File: src/rtl/rosc_freq_meter.sv
// Multi-channel ring-oscillator frequency meter: counts edges of one selected channel over a
// programmable CLK gate window and drives a divided copy to a pad. Optional macro: ROSC_CNT_SAT_EN.
//
// state  | meaning
// IDLE   | waiting for START; LOAD updates all shadow registers
// ARM    | clear edge counter and overflow flag, load gate down-counter
// GATE   | count selected-channel edges until the gate counter reaches zero
// DONE   | result visible on COUNT/OVF, DONE pulse
module rosc_freq_meter #(
    parameter int N_CH    = 8,
    parameter int CH_W    = 3,
    parameter int GATE_W  = 12,
    parameter int CNT_W   = 16,
    parameter int PAD_DIV = 4
) (
    input  logic              CLK,
    input  logic              RESETB,
    input  logic              LOAD,
    input  logic [CH_W-1:0]   CH_SEL,
    input  logic [GATE_W-1:0] GATE_LEN,
    input  logic              CLK_KILL,
    input  logic              START,
    input  logic [N_CH-1:0]   ROSC_IN,
    output logic              BUSY,
    output logic              DONE,
    output logic [CNT_W-1:0]  COUNT,
    output logic              OVF,
    output logic              PAD_OUT
);

    typedef enum logic [1:0] {S_IDLE, S_ARM, S_GATE, S_DONE} state_t;

    localparam int          NCH_I    = N_CH;
    localparam logic [CH_W:0] N_CH_L = NCH_I[CH_W:0];

    state_t state, state_nxt;

    logic [N_CH-1:0]    sync1, sync2, hist;
    logic [N_CH-1:0]    edges;
    logic [CH_W-1:0]    sh_ch;
    logic [GATE_W-1:0]  sh_gate;
    logic               sh_kill;
    logic [CH_W-1:0]    ch_eff;
    logic               load_cfg;
    logic               sel_edge;
    logic [GATE_W-1:0]  gate_cnt;
    logic [CNT_W-1:0]   edge_cnt, cnt_nxt;
    logic               ovf_flag, flag_nxt;
    logic               gate_last;
    logic [PAD_DIV-1:0] pad_cnt;

    always_ff @(posedge CLK or negedge RESETB) begin
        if (!RESETB) begin
            sync1 <= '0;
            sync2 <= '0;
            hist  <= '0;
        end else begin
            sync1 <= ROSC_IN;
            sync2 <= sync1;
            hist  <= sync2;
        end
    end

    assign edges    = sync2 & ~hist;
    assign sel_edge = edges[sh_ch];
    assign ch_eff   = ({1'b0, CH_SEL} >= N_CH_L) ? '0 : CH_SEL;
    assign load_cfg = LOAD && (state == S_IDLE);

    // Channel and gate are frozen while a measurement runs; the pad kill is not.
    always_ff @(posedge CLK or negedge RESETB) begin
        if (!RESETB) begin
            sh_ch   <= '0;
            sh_gate <= '0;
            sh_kill <= 1'b0;
        end else if (LOAD) begin
            sh_kill <= CLK_KILL;
            if (state == S_IDLE) begin
                sh_ch   <= ch_eff;
                sh_gate <= GATE_LEN;
            end
        end
    end

    always_comb begin
        cnt_nxt  = edge_cnt;
        flag_nxt = ovf_flag;
        if (sel_edge) begin
            if (&edge_cnt) begin
                flag_nxt = 1'b1;
`ifdef ROSC_CNT_SAT_EN
                cnt_nxt  = edge_cnt;
`else
                cnt_nxt  = '0;
`endif
            end else begin
                cnt_nxt = edge_cnt + 1'b1;
            end
        end
    end

    assign gate_last = (state == S_GATE) && (gate_cnt == '0);

    always_comb begin
        state_nxt = state;
        case (state)
            S_IDLE:  if (START) state_nxt = S_ARM;
            S_ARM:   state_nxt = S_GATE;
            S_GATE:  if (gate_last) state_nxt = S_DONE;
            S_DONE:  state_nxt = S_IDLE;
            default: state_nxt = S_IDLE;
        endcase
    end

    always_ff @(posedge CLK or negedge RESETB) begin
        if (!RESETB) state <= S_IDLE;
        else         state <= state_nxt;
    end

    assign BUSY = (state != S_IDLE);
    assign DONE = (state == S_DONE);

    // Gate counter holds G-1; a zero GATE_LEN wraps to all-ones, giving 2^GATE_W cycles.
    always_ff @(posedge CLK or negedge RESETB) begin
        if (!RESETB) begin
            gate_cnt <= '0;
            edge_cnt <= '0;
            ovf_flag <= 1'b0;
            COUNT    <= '0;
            OVF      <= 1'b0;
        end else begin
            case (state)
                S_ARM: begin
                    edge_cnt <= '0;
                    ovf_flag <= 1'b0;
                    gate_cnt <= sh_gate - 1'b1;
                end
                S_GATE: begin
                    edge_cnt <= cnt_nxt;
                    ovf_flag <= flag_nxt;
                    gate_cnt <= gate_cnt - 1'b1;
                    if (gate_last) begin
                        COUNT <= cnt_nxt;
                        OVF   <= flag_nxt;
                    end
                end
                default: ;
            endcase
        end
    end

    always_ff @(posedge CLK or negedge RESETB) begin
        if (!RESETB) begin
            pad_cnt <= '0;
            PAD_OUT <= 1'b0;
        end else begin
            if (load_cfg && (ch_eff != sh_ch)) pad_cnt <= '0;
            else if (sel_edge)                 pad_cnt <= pad_cnt + 1'b1;
            PAD_OUT <= sh_kill ? 1'b0 : pad_cnt[PAD_DIV-1];
        end
    end

endmodule
File: config.mk
export PLATFORM = sky130hd
export DESIGN_NAME = rosc_freq_meter
export DESIGN_NICKNAME = d
export VERILOG_FILES = /design/src/rtl/rosc_freq_meter.sv
export SDC_FILE = /design/constraint.sdc
export NUM_CORES = 1
export LEC_CHECK = 0
export ABC_AREA = 1
export ABC_CLOCK_PERIOD_IN_PS = 2500
export CORE_ASPECT_RATIO = 0.7
export CORE_MARGIN = 2
export CORE_UTILIZATION = 55
export CTS_BUF_LIST = sky130_fd_sc_hd__clkbuf_8 sky130_fd_sc_hd__clkbuf_16
export DETAILED_ROUTE_END_ITERATION = 8
export PLACE_DENSITY = 0.75
export SYNTH_ARGS = -nofsm -noshare
export SYNTH_HDL_FRONTEND = slang
export SYNTH_SLANG_ARGS = --single-unit
File: constraint.sdc
create_clock -name CLK -period 2.5 [get_ports CLK]
set_input_delay 0.75 -clock CLK [delete_from_list [all_inputs] [get_ports CLK]]
set_output_delay 0.75 -clock CLK [all_outputs]
set_load 0.02 [all_outputs]
==> impl_metrics.tcl <==
set metrics [dict create \
    sequential_cell_area_um2 2330 \
    synthesis.nets 602 \
    drt-initial-drc-count 369 \
    fp.dieArea_um2 9350 \
    final.fill_count 695 \
    clkSlewWorstSetupHoldPaths_ns 0.07 \
    post_synth_fa_ha_maj_area_fraction_pct 1.86 \
    clock-skew-final_ns 0.00694 \
    layout_min_cycle_time_ns 2.30 \
    layout.cells.most_common_list "nand2_1 (181), dfrtp_1 (93), nand3_1 (80)" \
    routed_via_density 5.31 \
    asyncSetResetFlopFracSynth_pct 100 \
    count_of_different_cell_masters_after_synthesis 35 \
    post-cts-setup-buffer-count 0 \
    clock_tree.htree_level_count 3 \
    power_per_cell_area_nw_per_um2 1250 \
    muxShareOfSynthArea_pct 0.239 \
    synth_top_family_by_area "simple AND/OR/NAND/NOR gates" \
    final_max_slew_viol_count 0 \
    routed_wl_um 10200 \
    die_height_um 81.5 \
    timing.setup.tns_ns 0 \
    tritoncts.num_buffers 9 \
    layout.cells.most_common "nand2_1" \
    ir_drop_uv 654 \
    netlist_top_cells_area "dfrtp_1 (49%), nand2_1 (14%), nand3_1 (8.5%), inv_1 (4.5%), o21ai_0 (2.8%)" \
    max-cap-violations 0 \
    multiInputGateArea_um2 2020 \
    dp_hpwl_um 7230 \
    core_area_um2 8410 \
    min-delay-start "sync1[2]" \
    synth_flop_cell "dfrtp_1" \
    max-clock-path-buffers 2 \
    fin_nets 653 \
    timing.fmax_ghz 0.435 \
    antenna_violating_nets_post_route 0 \
    ioPinCount 48 \
    crit_arrival_ns 1.55 \
    outcome "finished, final reports clean" \
    detailedPlace.worstSlack_ns 0.380 \
    cts_sinks 93 \
    post_synthesis_cells 567 \
    worst-setup-path-type "reg -> out" \
    global_route.overflow_total 0 \
    cts_tree "yes" \
    num_vias 3869 \
    setup_slack_ns 0.199 \
    p_leak_nw 2.76 \
    post_synthesis_cell_area_um2 4720 \
    worstReg2RegStart "state[0]" \
    grt_usage_pct 24.3 \
    first_global_vias 3664 \
    post_synth.cell_area_avg_um2 8.32 \
    worstPathRequired_ns 1.75 \
    synth_xor_area_share_pct 2.04 \
    maximum_fanout_encountered_on_the_critical_timing_path 4 \
    drt_pre_antenna_iters 5 \
    startpoint "state[1]" \
    placementRows 28 \
    timing.critical_path.from_type "register" \
    post-synth-top-area-fraction_pct 49.3 \
    route.detailed.drc 0 \
    critPathCaptureType "output pin" \
    postCtsHoldBufs 0 \
    synth-seq-area-share_pct 49.3 \
    rsz_0062_raised_after_global_routing "no" \
    max_slew_margin_pct 58.9 \
    min-delay-path-class "reg -> reg" \
    placement.io_buffers 47 \
    synth_top_area_cell "dfrtp_1" \
    report.final.setup_viol 0 \
    die_w_um 115 \
    grt_first_pass_wirelength_um 17600 \
    synth_simple_gate_area_share_pct 32.2 \
    dp.cells 712 \
    antenna_found_initial 0 \
    initial_core_util_pct 56.1 \
    ys_warn_count 0 \
    antenna_cells 0 \
    wl_per_cell_um 14.0 \
    cts_repair_resize_count 1 \
    tightestPinTransition_ns 0.616 \
    fin_cells 728 \
    layout-drive-gt1-share_pct 11.2 \
    synth_compound_area_share_pct 6.47 \
    finalHoldViolations 0 \
    gp_routability_congestion 0.998 \
    syn2layout_area_growth_pct 18.5 \
    post_synthesis_sequential_element_count 93 \
    grt_max_degree 46 \
    cts-root-buf "clkbuf_16" \
    synth_edf_count 0 \
    post-route-period-util_pct 92.0 \
    clk-insertion-delay-late_ns 0.35 \
]
==> area by class of cell <==
class / instances / share of cell area (%)
clock inverters: 7 / 1.57
clock buffers: 9 / 4.03
inverters: 62 / 4.21
repair buffers: 57 / 10.1
flip-flops and latches: 93 / 41.6
well taps: 105 / 2.35
multi-input cells: 395 / 36.1
==> state kept, by name, indices dropped and copies added (netlist names), 2 cells and up <==
name,cells
gate_cnt,12
edge_cnt,16
pad_cnt,4
hist,8
COUNT,16
sh_ch,3
sync1,8
sync2,8
state,2
sh_gate,12
==> routing by layer <==
layer	wire [um]	vias up	GRT usage (%)
met3	700	9	6.72
met5	0	-	0
met1	5060	1819	34.9
met2	4370	127	36.6
met4	83	0	6.87
li1	-	1914	-
==> path summary, 6_finish.rpt <==
kind | to | slack (ns) | cells after the start
max in group asynchronous | sync1[3] | 1.54 | 2
max reg2reg | gate_cnt[10] | 0.40 | 12
max | DONE | 0.20 | 2
min in group asynchronous | sh_gate[8] | 0.41 | 1
min reg2reg | sync2[2] | 0.35 | 0
min | sync2[2] | 0.35 | 0
==> worst max-delay path: stages, from the launching register on <==
cell and delay [ns]:
dfrtp_1 0.40, ha_1 0.19, clkdlybuf4s50_1 0.61
==> report_power, final <==
part	total (W)	internal [W]	switching [W]	leakage, nW
logic	0.00321	0.00115	0.00206	1.43
registers	0.00234	0.00194	0.000394	1.18
clock network	0.00144	0.000800	0.000639	0.148
total	0.00698	0.00389	0.00309	2.76
==> cells by family (layout without fill, tap and decap cells) <==
kind of cell    count (synthesis)  after routing
fa+ha+maj                       7              7
buf+inv                        79            135
flops                          93             93
xor+xnor                       11             11
compound gates                 49             49
simple gates                  327            327
mux                             1              1
==> metrics by stage <==
stage	hold slack, ns	utilization [%]	total power [W]	area [um^2]
2_1_floorplan	0.331	-	0.00480	4720
3_3_place_gp	0.334	62.8	0.00540	5280
3_5_place_dp	0.335	62.8	0.00552	5280
4_1_cts	0.351	66.5	0.00698	5590
5_1_grt	0.358	66.5	0.00755	5590
6_report	0.349	66.5	0.00698	5590
==> synth_stat cells, types with 2 or more instances <==
cell type,instances
o21ai_2,7
nand3_2,6
nand2_1,181
o21ai_1,6
nand2_2,5
nand4_1,3
nor2_1,28
nor2_2,5
or2_2,3
o21ai_0,26
inv_2,4
buf_6,7
inv_1,56
dfrtp_1,93
a21oi_1,6
nand3_1,80
buf_2,4
clkbuf_1,5
nand2_4,2
ha_1,7
nand3b_1,8
nand3_4,2
xor2_1,6
xnor2_1,5
nor2_4,2
No activity file was read; power rests on OpenSTA's default activity.
